==> src/rtl/aibcr3_dcc_intp_ctrl.sv <==
// aibcr3_dcc_intp_ctrl
// Closed-loop step controller for the 8-phase DCC interpolator. Phase-detector
// votes are integrated in a small signed filter. When the filter reaches the
// threshold, the select code moves by one Gray step and the loop then waits out
// a settle hold-off. The block also reports lock (dithering about the optimum)
// and saturation at either end of the code range. A static override is
// available for bring-up.

module aibcr3_dcc_intp_ctrl #(
    parameter int INIT_CODE  = 0,
    parameter int FILT_TH    = 4,
    parameter int SETTLE_CYC = 6,
    parameter int LOCK_CNT   = 3
) (
    input  logic       CLKIN,
    input  logic       PDb,
    input  logic       en,
    input  logic       ovrd_en,
    input  logic [2:0] ovrd_code,
    input  logic       pd_up,
    input  logic       pd_vld,
    output logic [2:0] gray,
    output logic [2:0] code,
    output logic       lock,
    output logic       sat_hi,
    output logic       sat_lo
);

    // Constants sized to the registers they are compared against
    localparam logic [2:0]        INIT_BIN  = 3'(INIT_CODE);
    localparam logic [2:0]        INIT_GRAY = INIT_BIN ^ (INIT_BIN >> 1);
    localparam logic signed [4:0] TH_POS    = 5'(FILT_TH);
    localparam logic signed [4:0] TH_NEG    = 5'(-FILT_TH);
    localparam logic [5:0]        SETTLE_LD = 6'(SETTLE_CYC);
    localparam logic [2:0]        LOCK_LD   = 3'(LOCK_CNT);
    localparam logic [2:0]        CODE_MAX  = 3'd7;
    localparam logic [2:0]        CODE_MIN  = 3'd0;

    typedef enum logic [1:0] {
        ST_IDLE,
        ST_SETTLE,
        ST_TRACK
    } state_t;

    state_t            state;
    logic signed [4:0] filt;
    logic [5:0]        settle_cnt;
    logic [2:0]        rev_cnt;
    logic              prev_vld;
    logic              prev_up;

    logic signed [4:0] vote;
    logic signed [4:0] filt_sum;
    logic              hit_up;
    logic              hit_dn;
    logic              step_up;
    logic              step_dn;
    logic              step_any;
    logic [2:0]        code_step;
    logic              is_rev;
    logic              is_same;
    logic [2:0]        rev_inc;

    // Binary to reflected Gray, so adjacent codes differ in one bit
    function automatic logic [2:0] to_gray(input logic [2:0] bin);
        return bin ^ (bin >> 1);
    endfunction

    // Filter update and step decision for the current vote
    always_comb begin
        vote      = pd_up ? 5'sd1 : -5'sd1;
        filt_sum  = filt + vote;
        hit_up    = (state == ST_TRACK) && pd_vld && (filt_sum == TH_POS);
        hit_dn    = (state == ST_TRACK) && pd_vld && (filt_sum == TH_NEG);
        step_up   = hit_up && (code != CODE_MAX);
        step_dn   = hit_dn && (code != CODE_MIN);
        step_any  = step_up || step_dn;
        code_step = step_up ? (code + 3'd1) : (code - 3'd1);
        is_rev    = prev_vld && (prev_up != step_up);
        is_same   = prev_vld && (prev_up == step_up);
        rev_inc   = (rev_cnt >= LOCK_LD) ? rev_cnt : (rev_cnt + 3'd1);
    end

    // Loop FSM with registered code, gray, lock and saturation outputs
    always_ff @(posedge CLKIN or negedge PDb) begin
        if (!PDb) begin
            state      <= ST_IDLE;
            code       <= INIT_BIN;
            gray       <= INIT_GRAY;
            filt       <= '0;
            settle_cnt <= '0;
            rev_cnt    <= '0;
            prev_vld   <= 1'b0;
            prev_up    <= 1'b0;
            lock       <= 1'b0;
            sat_hi     <= 1'b0;
            sat_lo     <= 1'b0;
        end else if (ovrd_en) begin
            state      <= ST_IDLE;
            code       <= ovrd_code;
            gray       <= to_gray(ovrd_code);
            filt       <= '0;
            settle_cnt <= '0;
            rev_cnt    <= '0;
            prev_vld   <= 1'b0;
            lock       <= 1'b0;
        end else if (!en) begin
            state      <= ST_IDLE;
            filt       <= '0;
            settle_cnt <= '0;
            rev_cnt    <= '0;
            prev_vld   <= 1'b0;
            lock       <= 1'b0;
            sat_hi     <= 1'b0;
            sat_lo     <= 1'b0;
        end else begin
            case (state)
                ST_IDLE: begin
                    state      <= ST_SETTLE;
                    settle_cnt <= SETTLE_LD;
                    filt       <= '0;
                end
                ST_SETTLE: begin
                    if (settle_cnt <= 6'd1) begin
                        state      <= ST_TRACK;
                        settle_cnt <= '0;
                        filt       <= '0;
                    end else begin
                        settle_cnt <= settle_cnt - 6'd1;
                    end
                end
                ST_TRACK: begin
                    if (step_any) begin
                        code       <= code_step;
                        gray       <= to_gray(code_step);
                        filt       <= '0;
                        state      <= ST_SETTLE;
                        settle_cnt <= SETTLE_LD;
                        prev_vld   <= 1'b1;
                        prev_up    <= step_up;
                        if (is_rev) begin
                            rev_cnt <= rev_inc;
                            lock    <= (rev_inc >= LOCK_LD);
                        end else if (is_same) begin
                            rev_cnt <= '0;
                            lock    <= 1'b0;
                        end
                        if (step_up) begin
                            sat_lo <= 1'b0;
                        end else begin
                            sat_hi <= 1'b0;
                        end
                    end else if (hit_up) begin
                        filt   <= '0;
                        sat_hi <= 1'b1;
                    end else if (hit_dn) begin
                        filt   <= '0;
                        sat_lo <= 1'b1;
                    end else if (pd_vld) begin
                        filt <= filt_sum;
                    end
                end
                default: begin
                    state <= ST_IDLE;
                end
            endcase
        end
    end

endmodule

==> config.mk <==
export PLATFORM = sky130hd
export DESIGN_NAME = aibcr3_dcc_intp_ctrl
export DESIGN_NICKNAME = d
export VERILOG_FILES = /design/src/rtl/aibcr3_dcc_intp_ctrl.sv
export SDC_FILE = /design/constraint.sdc
export NUM_CORES = 1
export LEC_CHECK = 0
export CAP_MARGIN = 10
export CORE_MARGIN = 2
export CORE_UTILIZATION = 30
export DETAILED_ROUTE_END_ITERATION = 7
export DONT_BUFFER_PORTS = 1
export SLEW_MARGIN = 20
export SYNTH_ARGS = -nofsm -noshare
export SYNTH_HDL_FRONTEND = slang
export SYNTH_SLANG_ARGS = --single-unit
export TNS_END_PERCENT = 30
==> constraint.sdc <==
create_clock -name CLKIN -period 2.8 [get_ports CLKIN]
set_input_delay 0.56 -clock CLKIN [delete_from_list [all_inputs] [get_ports CLKIN]]
set_output_delay 0.56 -clock CLKIN [all_outputs]
set_load 0.02 [all_outputs]
==> metrics.md, run 1 <==
| Metric | Value |
|---|---|
| RSZ-0062 raised after global routing | `true` |
| Max FO, Critical Path | `4` |
| Clock tree from TritonCTS | `yes` |
| Slew margin rel. | `0.669` |
| CP required | `3.01 ns` |
| I/O pin count | `18` |
| Sequential share of the synthesized area | `0.320` |
| Vias | `1,816` |
| GP Congestion | `0.819` |
| Finish-stage setup viols | `0` |
| WL final | `5390 um` |
| Yosys Warn Count | `0` |
| Initial core utilization | `0.314` |
| Detailed Route Iter0 Violations | `89` |
| Largest net degree at the start of global routing | `27` |
| Final nets | `280` |
| R2R cell count | `10` |
| Netlist cell types | `55` |
| Fin util | `0.373` |
| Worst Tran Pin Value | `0.492 ns` |
| Clock Power Share | `0.240` |
| Fmax | `367 MHz` |
| Yosys reg bits | `26` |
| PwrDens | `371 nW/um2` |
| Fin. Hold Viols | `0` |
| Crit path kind | `input port to register` |
| Final slew viol count | `0` |
| Area Growth Syn to Fin | `18.7%` |
| Sink Count | `26` |
| Hold slack | `0.0982 ns` |
| Max Buffers Root-to-Sink | `2` |
| Slowest CP cell | `or4b_1` |
| Post-CTS Setup Bufs | `0` |
| H-tree levels | `1` |
| Core area | `6460 um2` |
| Minimum clock period | `2.72 ns` |
| Max_cap viols | `0` |
| Worst-path clk slew | `0.09 ns` |
| PortBufs | `0` |
| Cell row count | `29` |
| Reg-to-Reg Start | `filt[1]$_DFFE_PN0P_` |
| Clk Latency, worst-skew pair | `0.27 ns` |
| Vias in the first global route | `1,844` |
| Root Buffer | `clkbuf_8` |
| Post-synth top flop | `dfrtp_1` |
| DRT Pass-1 Iters | `4` |
| Seq pwr share | `0.478` |
| ANT cells | `0` |
| CP endpoint kind | `register` |
| Peak VDD IR | `185 uV` |
| Mapped Cells | `232` |
| Critical Path Start | `pd_up` |
| CP arrival | `2.94 ns` |
| Die Y | `86.3 um` |
| Total track usage | `0.153` |
| HPWL Detailed | `4100 um` |
| Cell family with most CP delay | `simple AND/OR/NAND/NOR gates` |
| Avg Inst Size Synth | `8.75 um2` |
| Initial antenna violation count | `0` |
| Hold WC Path Type | `input port to async pin` |
| Leak | `1.01 nW` |
| CTS Buf Count | `3` |
| Startpoint Class | `input port` |
| # DRC | `0` |
| Combinational share of power | `0.282` |
| Sum of buffers and inverters on the critical path | `2` |
| Slowest stage delay, CP | `0.52 ns` |
| Syn nets | `254` |
| Die X | `86.3 um` |
| Post-Syn Area | `2030 um2` |
| Clock Skews | `0.00244 ns` |
| Number of synthesized flops with an enable pin | `0` |
| Status | `completed` |
| Sw power | `0.000287 W` |
| Vias per cell | `5.45` |
| Cell count along the critical path | `10` |
| Die area | `7440 um2` |
| Layout cell share with drive strength beyond 1 | `0.211` |
| Remaining Overflow, GRT | `0` |
| Final ANT Viol Nets | `0` |
| Net Sw Frac | `0.320` |
| Worst-path cell chain | `clkinvlp_4, ha_1, or3b_4, a21o_4, nor2_4, inv_2, fa_2, a21boi_1, or4b_1, nand3_1` |
| Synth async-reset ratio | `1.00` |
| WL/cell | `16.2 um` |
| Fin crit share | `0.972` |
| First-pass GRT wire length | `9120 um` |
| Int Pwr | `0.000609 W` |
## cells in the mapped netlist, types with 3 or more instances
cell type | count | area, um2
clkbuf_1 | 4 | 15.0
xor2_1 | 5 | 43.8
a21o_1 | 3 | 22.5
nand2b_1 | 4 | 25.0
o211ai_1 | 3 | 22.5
nand3_1 | 10 | 50.1
o21ai_0 | 11 | 55.1
and3_1 | 6 | 37.5
a211oi_1 | 3 | 22.5
or3_1 | 3 | 18.8
nand2_1 | 23 | 86.3
o31ai_1 | 3 | 22.5
ha_1 | 11 | 138
o311ai_0 | 5 | 43.8
a21oi_1 | 11 | 55.1
nor2_1 | 20 | 75.1
nand4_1 | 9 | 56.3
dfrtp_1 | 26 | 651
mux2i_1 | 3 | 30.0
xnor2_1 | 4 | 35.0
inv_1 | 11 | 41.3
nor3_1 | 8 | 40.0
a31oi_1 | 3 | 18.8
## repair_timing
action	4_1_cts	5_1_grt
hold buffers	1	0
hold endpoints to repair	26	0
setup endpoints to repair	0	2
resized for setup	0	1
## area by class of cell
type,count,area [um2]
Clock buffer,3,41.3
Fill cell,680,4050
Inverter,11,45.0
Multi-Input combinational cell,188,1360
Sequential cell,26,651
Tap cell,77,96.3
Timing Repair Buffer,28,223
## path summary, 6_finish.rpt
| check | slack (ns) | to |
|---|---|---|
| worst min register to register | 0.53 | filt[3]$_DFFE_PN0P_ |
| max in group asynchronous | 2.54 | code[1]$_DFFE_PN0P_ |
| worst max-delay path | 0.08 | gray[2]$_DFFE_PN0P_ |
| min in group CLKIN | 0.38 | code[1]$_DFFE_PN0P_ |
| worst min-delay path | 0.1 | settle_cnt[2]$_DFFE_PN0P_ |
| worst max register to register | 0.08 | gray[2]$_DFFE_PN0P_ |
## power groups by stage
stage / Combinational [W] / Clock (W) / Sequential (W)
2_1_floorplan: 0.000178 / 0 / 0.000434
3_3_place_gp: 0.000237 / 0 / 0.000435
3_5_place_dp: 0.000240 / 0 / 0.000436
4_1_cts: 0.000253 / 0.000230 / 0.000428
5_1_grt: 0.000285 / 0.000240 / 0.000432
6_report: 0.000252 / 0.000215 / 0.000428
## sequential cells by signal (all words and copies together) (netlist names)
name	cells
code	2
sat_lo	1
lock	1
state	2
prev_vld	1
gray	3
sat_hi	1
prev_up	1
rev_cnt	3
settle_cnt	6
filt	5
## routing by layer
metal,up-vias,global-route usage,wire [um],share of wire
met5,-,0,0,0
met4,0,0.0298,51,0.0095
met3,4,0.0362,287,0.053
met2,42,0.241,2420,0.45
met1,856,0.217,2640,0.49
li1,914,-,-,-
## per-stage QoR
step	power (W)	TNS (ns)	cell area, um2	worst slack [ns]	instances
after floorplan	0.000612	-0.731	2090	-0.299	232
after global placement	0.000672	-0.450	2350	-0.154	329
after detailed placement	0.000676	-0.674	2350	-0.196	329
after CTS	0.000911	0	2410	0.0784	333
after global routing	0.000958	-0.0620	2410	-0.0403	333
final	0.000896	0	2410	0.0771	333
## cells in the final DEF (no fill, tap or decap), types with 8 or more instances in the layout
cell type  count
o21ai_0       10
inv_1          9
ha_1           9
nand3_1       10
buf_4         27
nor3_1         8
a21oi_1       11
nor2_1        19
nand4_1        9
nand2_1       23
dfrtp_1       26
## cells by family after synthesis
logic type,after synthesis,share of synthesized area
fa+ha+maj,13,0.0875
simple gates,100,0.262
xor+xnor,10,0.0499
mux,5,0.0259
buf+inv,18,0.0425
compound gates,60,0.211
flops,26,0.320
(Power assumes the default switching activity.)
==> run 2, diff against run 1 <==
Settings changed: CELL_PAD_IN_SITES_DETAIL_PLACEMENT set to 0, CELL_PAD_IN_SITES_GLOBAL_PLACEMENT set to 1, MAX_ROUTING_LAYER set to met4, PLACE_DENSITY_LB_ADDON set to 0.1.
==> run 2 against run 1 <==
  * Count of clock-buffer cells in the layout stayed put
  * Via count is 0.99% higher
  * Sequential cell count stayed put
  * Core utilization is 0.93 points higher
  * Worst hold slack worse by 0.018 ns
  * Power is 14% higher
  * Wire length is 6.0% higher
  * Critical path type is now register to register
  * Largest cell class unchanged
  * Largest power group unchanged
==> metrics.md, run 2 (same netlist as run 1, synthesis figures left out) <==
| Metric | Value |
|---|---|
| Core area | `6460 um2 (unchanged)` |
| Slowest stage delay, CP | `0.51 ns (was 0.52 ns)` |
| I/O pin count | `18 (unchanged)` |
| Startpoint Class | `register (was input port)` |
| Final ANT Viol Nets | `0 (unchanged)` |
| Largest regs | `settle_cnt: 6 flops, filt: 5 flops (unchanged)` |
| Multi-input gate area | `1370 um2 (was 1360 um2)` |
| Vias | `1,834 (was 1,816)` |
| Status | `completed (unchanged)` |
| Vias in the first global route | `1,911 (was 1,844)` |
| Max Buffers Root-to-Sink | `2 (unchanged)` |
| Minimum clock period | `2.72 ns (about the same)` |
| Worst-path cell chain | `ha_4, a211oi_4, or3b_4, a21o_4, nor2_4, inv_2, fa_2, a21boi_1, or4b_1, nand3_1 (was clkinvlp_4, ha_1, or3b_4, a21o_4, nor2_4, inv_2, fa_2, a21boi_1, or4b_1, nand3_1)` |
| Final nets | `282 (was 280)` |
| ANT cells | `0 (unchanged)` |
| Slowest CP cell | `or4b_1 (unchanged)` |
| PortBufs | `0 (unchanged)` |
| Initial core utilization | `0.314 (unchanged)` |
| Cell row count | `29 (unchanged)` |
| Clock Skews | `0.00521 ns (was 0.00244 ns)` |
| Register area | `651 um2 (unchanged)` |
| PnR Total Power | `0.00102 W (was 0.000896 W)` |
| PwrDens | `414 nW/um2 (was 371 nW/um2)` |
| Remaining Overflow, GRT | `0 (unchanged)` |
| Crit path kind | `register to register (was input port to register)` |
| DRT Pass-1 Iters | `4 (unchanged)` |
| Largest net degree at the start of global routing | `27 (unchanged)` |
| Max reg flops | `6 (unchanged)` |
| Die area | `7440 um2 (unchanged)` |
| Fin crit share | `0.970 (was 0.972)` |
| Worst-path clk slew | `0.10 ns (was 0.09 ns)` |
| Final slew viol count | `0 (unchanged)` |
| Placed insts | `331 (was 329)` |
| Detailed Route Iter0 Violations | `59 (was 89)` |
| Total track usage | `0.170 (was 0.153)` |
| Fin util | `0.383 (was 0.373)` |
| Die Y | `86.3 um (unchanged)` |
| CP arrival | `2.94 ns (about the same)` |
| Die X | `86.3 um (unchanged)` |
| Hold WC Path Type | `input port to async pin (unchanged)` |
| CP required | `3.03 ns (was 3.01 ns)` |
| Fmax | `368 MHz (was 367 MHz)` |
| Critical Path Start | `filt[1]$_DFFE_PN0P_ (was pd_up)` |
| # fillers | `691 (was 680)` |
| Max_cap viols | `0 (unchanged)` |
| Clock tree from TritonCTS | `yes (unchanged)` |
| CTS Buf Count | `3 (unchanged)` |
| WL final | `5720 um (was 5390 um)` |
| Hold slack | `0.0802 ns (was 0.0982 ns)` |
| Initial antenna violation count | `0 (unchanged)` |
| # DRC | `0 (unchanged)` |
| Sum of buffers and inverters on the critical path | `1 (was 2)` |
| Vias per cell | `5.46 (was 5.45)` |
| WL/cell | `17.0 um (was 16.2 um)` |
| Reg-to-Reg Start | `filt[1]$_DFFE_PN0P_ (unchanged)` |
| H-tree levels | `1 (unchanged)` |
| Root Buffer | `clkbuf_8 (unchanged)` |
| Cell family with most CP delay | `simple AND/OR/NAND/NOR gates (unchanged)` |
| Most common cell after layout, fill and taps aside | `buf_4 (unchanged)` |
| Slew margin rel. | `0.668 (was 0.669)` |
| Commonest cells after routing, fill and taps aside | `buf_4, dfrtp_1, nand2_1, nor2_1, a21oi_1 (unchanged)` |
| Largest Register | `settle_cnt (unchanged)` |
| Peak VDD IR | `200 uV (was 185 uV)` |
| RSZ-0062 raised after global routing | `true (unchanged)` |
| Layout cell share with drive strength beyond 1 | `0.224 (was 0.211)` |
| Finish-stage setup viols | `0 (unchanged)` |
| Post-CTS Setup Bufs | `0 (unchanged)` |
| Worst Tran Pin Value | `0.494 ns (was 0.492 ns)` |
| HPWL Detailed | `4470 um (was 4100 um)` |
| Leak | `1.04 nW (was 1.01 nW)` |
| First-pass GRT wire length | `9690 um (was 9120 um)` |
| Sink Count | `26 (unchanged)` |
| Max FO, Critical Path | `3 (was 4)` |
| CP endpoint kind | `register (unchanged)` |
| Area Growth Syn to Fin | `21.7% (was 18.7%)` |
| Fin. Hold Viols | `0 (unchanged)` |
| Clk Latency, worst-skew pair | `0.28 ns (was 0.27 ns)` |
| GP Congestion | `0.755 (was 0.819)` |
| Post-Layout Cell Count | `336 (was 333)` |
| Final setup TNS | `0 ns (unchanged)` |
-- run 2: cell type report --
class | instances | area share
repair buffers | 30 | 0.0962
flip-flops and latches | 26 | 0.263
inverters | 11 | 0.0182
clock buffers | 3 | 0.0167
multi-input cells | 188 | 0.554
well taps | 77 | 0.0390
clock inverters | 1 | 0.0122
-- run 2: metrics by stage --
stage / setup WS [ns] / instance area, um2
6_report: 0.0848 / 2470
5_1_grt: -0.0305 / 2470
4_1_cts: 0.0794 / 2450
3_5_place_dp: -0.207 / 2360
3_3_place_gp: -0.176 / 2360
2_1_floorplan: -0.299 / 2090
-- run 2: final timing paths --
kind,endpoint,slack (ns),cells after the start
setup / recovery,gray[2]$_DFFE_PN0P_,0.08,10
hold / removal,settle_cnt[1]$_DFFE_PN0P_,0.08,1
setup reg to reg,gray[2]$_DFFE_PN0P_,0.08,10
hold reg to reg,filt[3]$_DFFE_PN0P_,0.53,2
max in group asynchronous,settle_cnt[0]$_DFFE_PN0P_,2.56,1
min in group CLKIN,code[0]$_DFFE_PN0P_,0.37,1
-- run 2: repair_timing --
item | CTS | global route
endpoints found under the setup margin | 0 | 2
hold endpoints to repair | 26 | 0
gates resized for setup | 0 | 3
hold buffers | 1 | 0
-- run 2: layer usage --
metal	vias up	global-route usage	share of wire
li1	919	-	-
met1	889	0.237	0.51
met2	21	0.261	0.46
met3	5	0.0229	0.024
met4	0	0.0426	0.011
met5	-	-	0
-- run 2: power by group --
group	total (W)	switching, W	internal (W)	leakage [nW]
logic	0.000264	0.000144	0.000120	0.659
clock network	0.000331	0.000139	0.000192	0.0357
registers	0.000427	0.0000314	0.000396	0.350
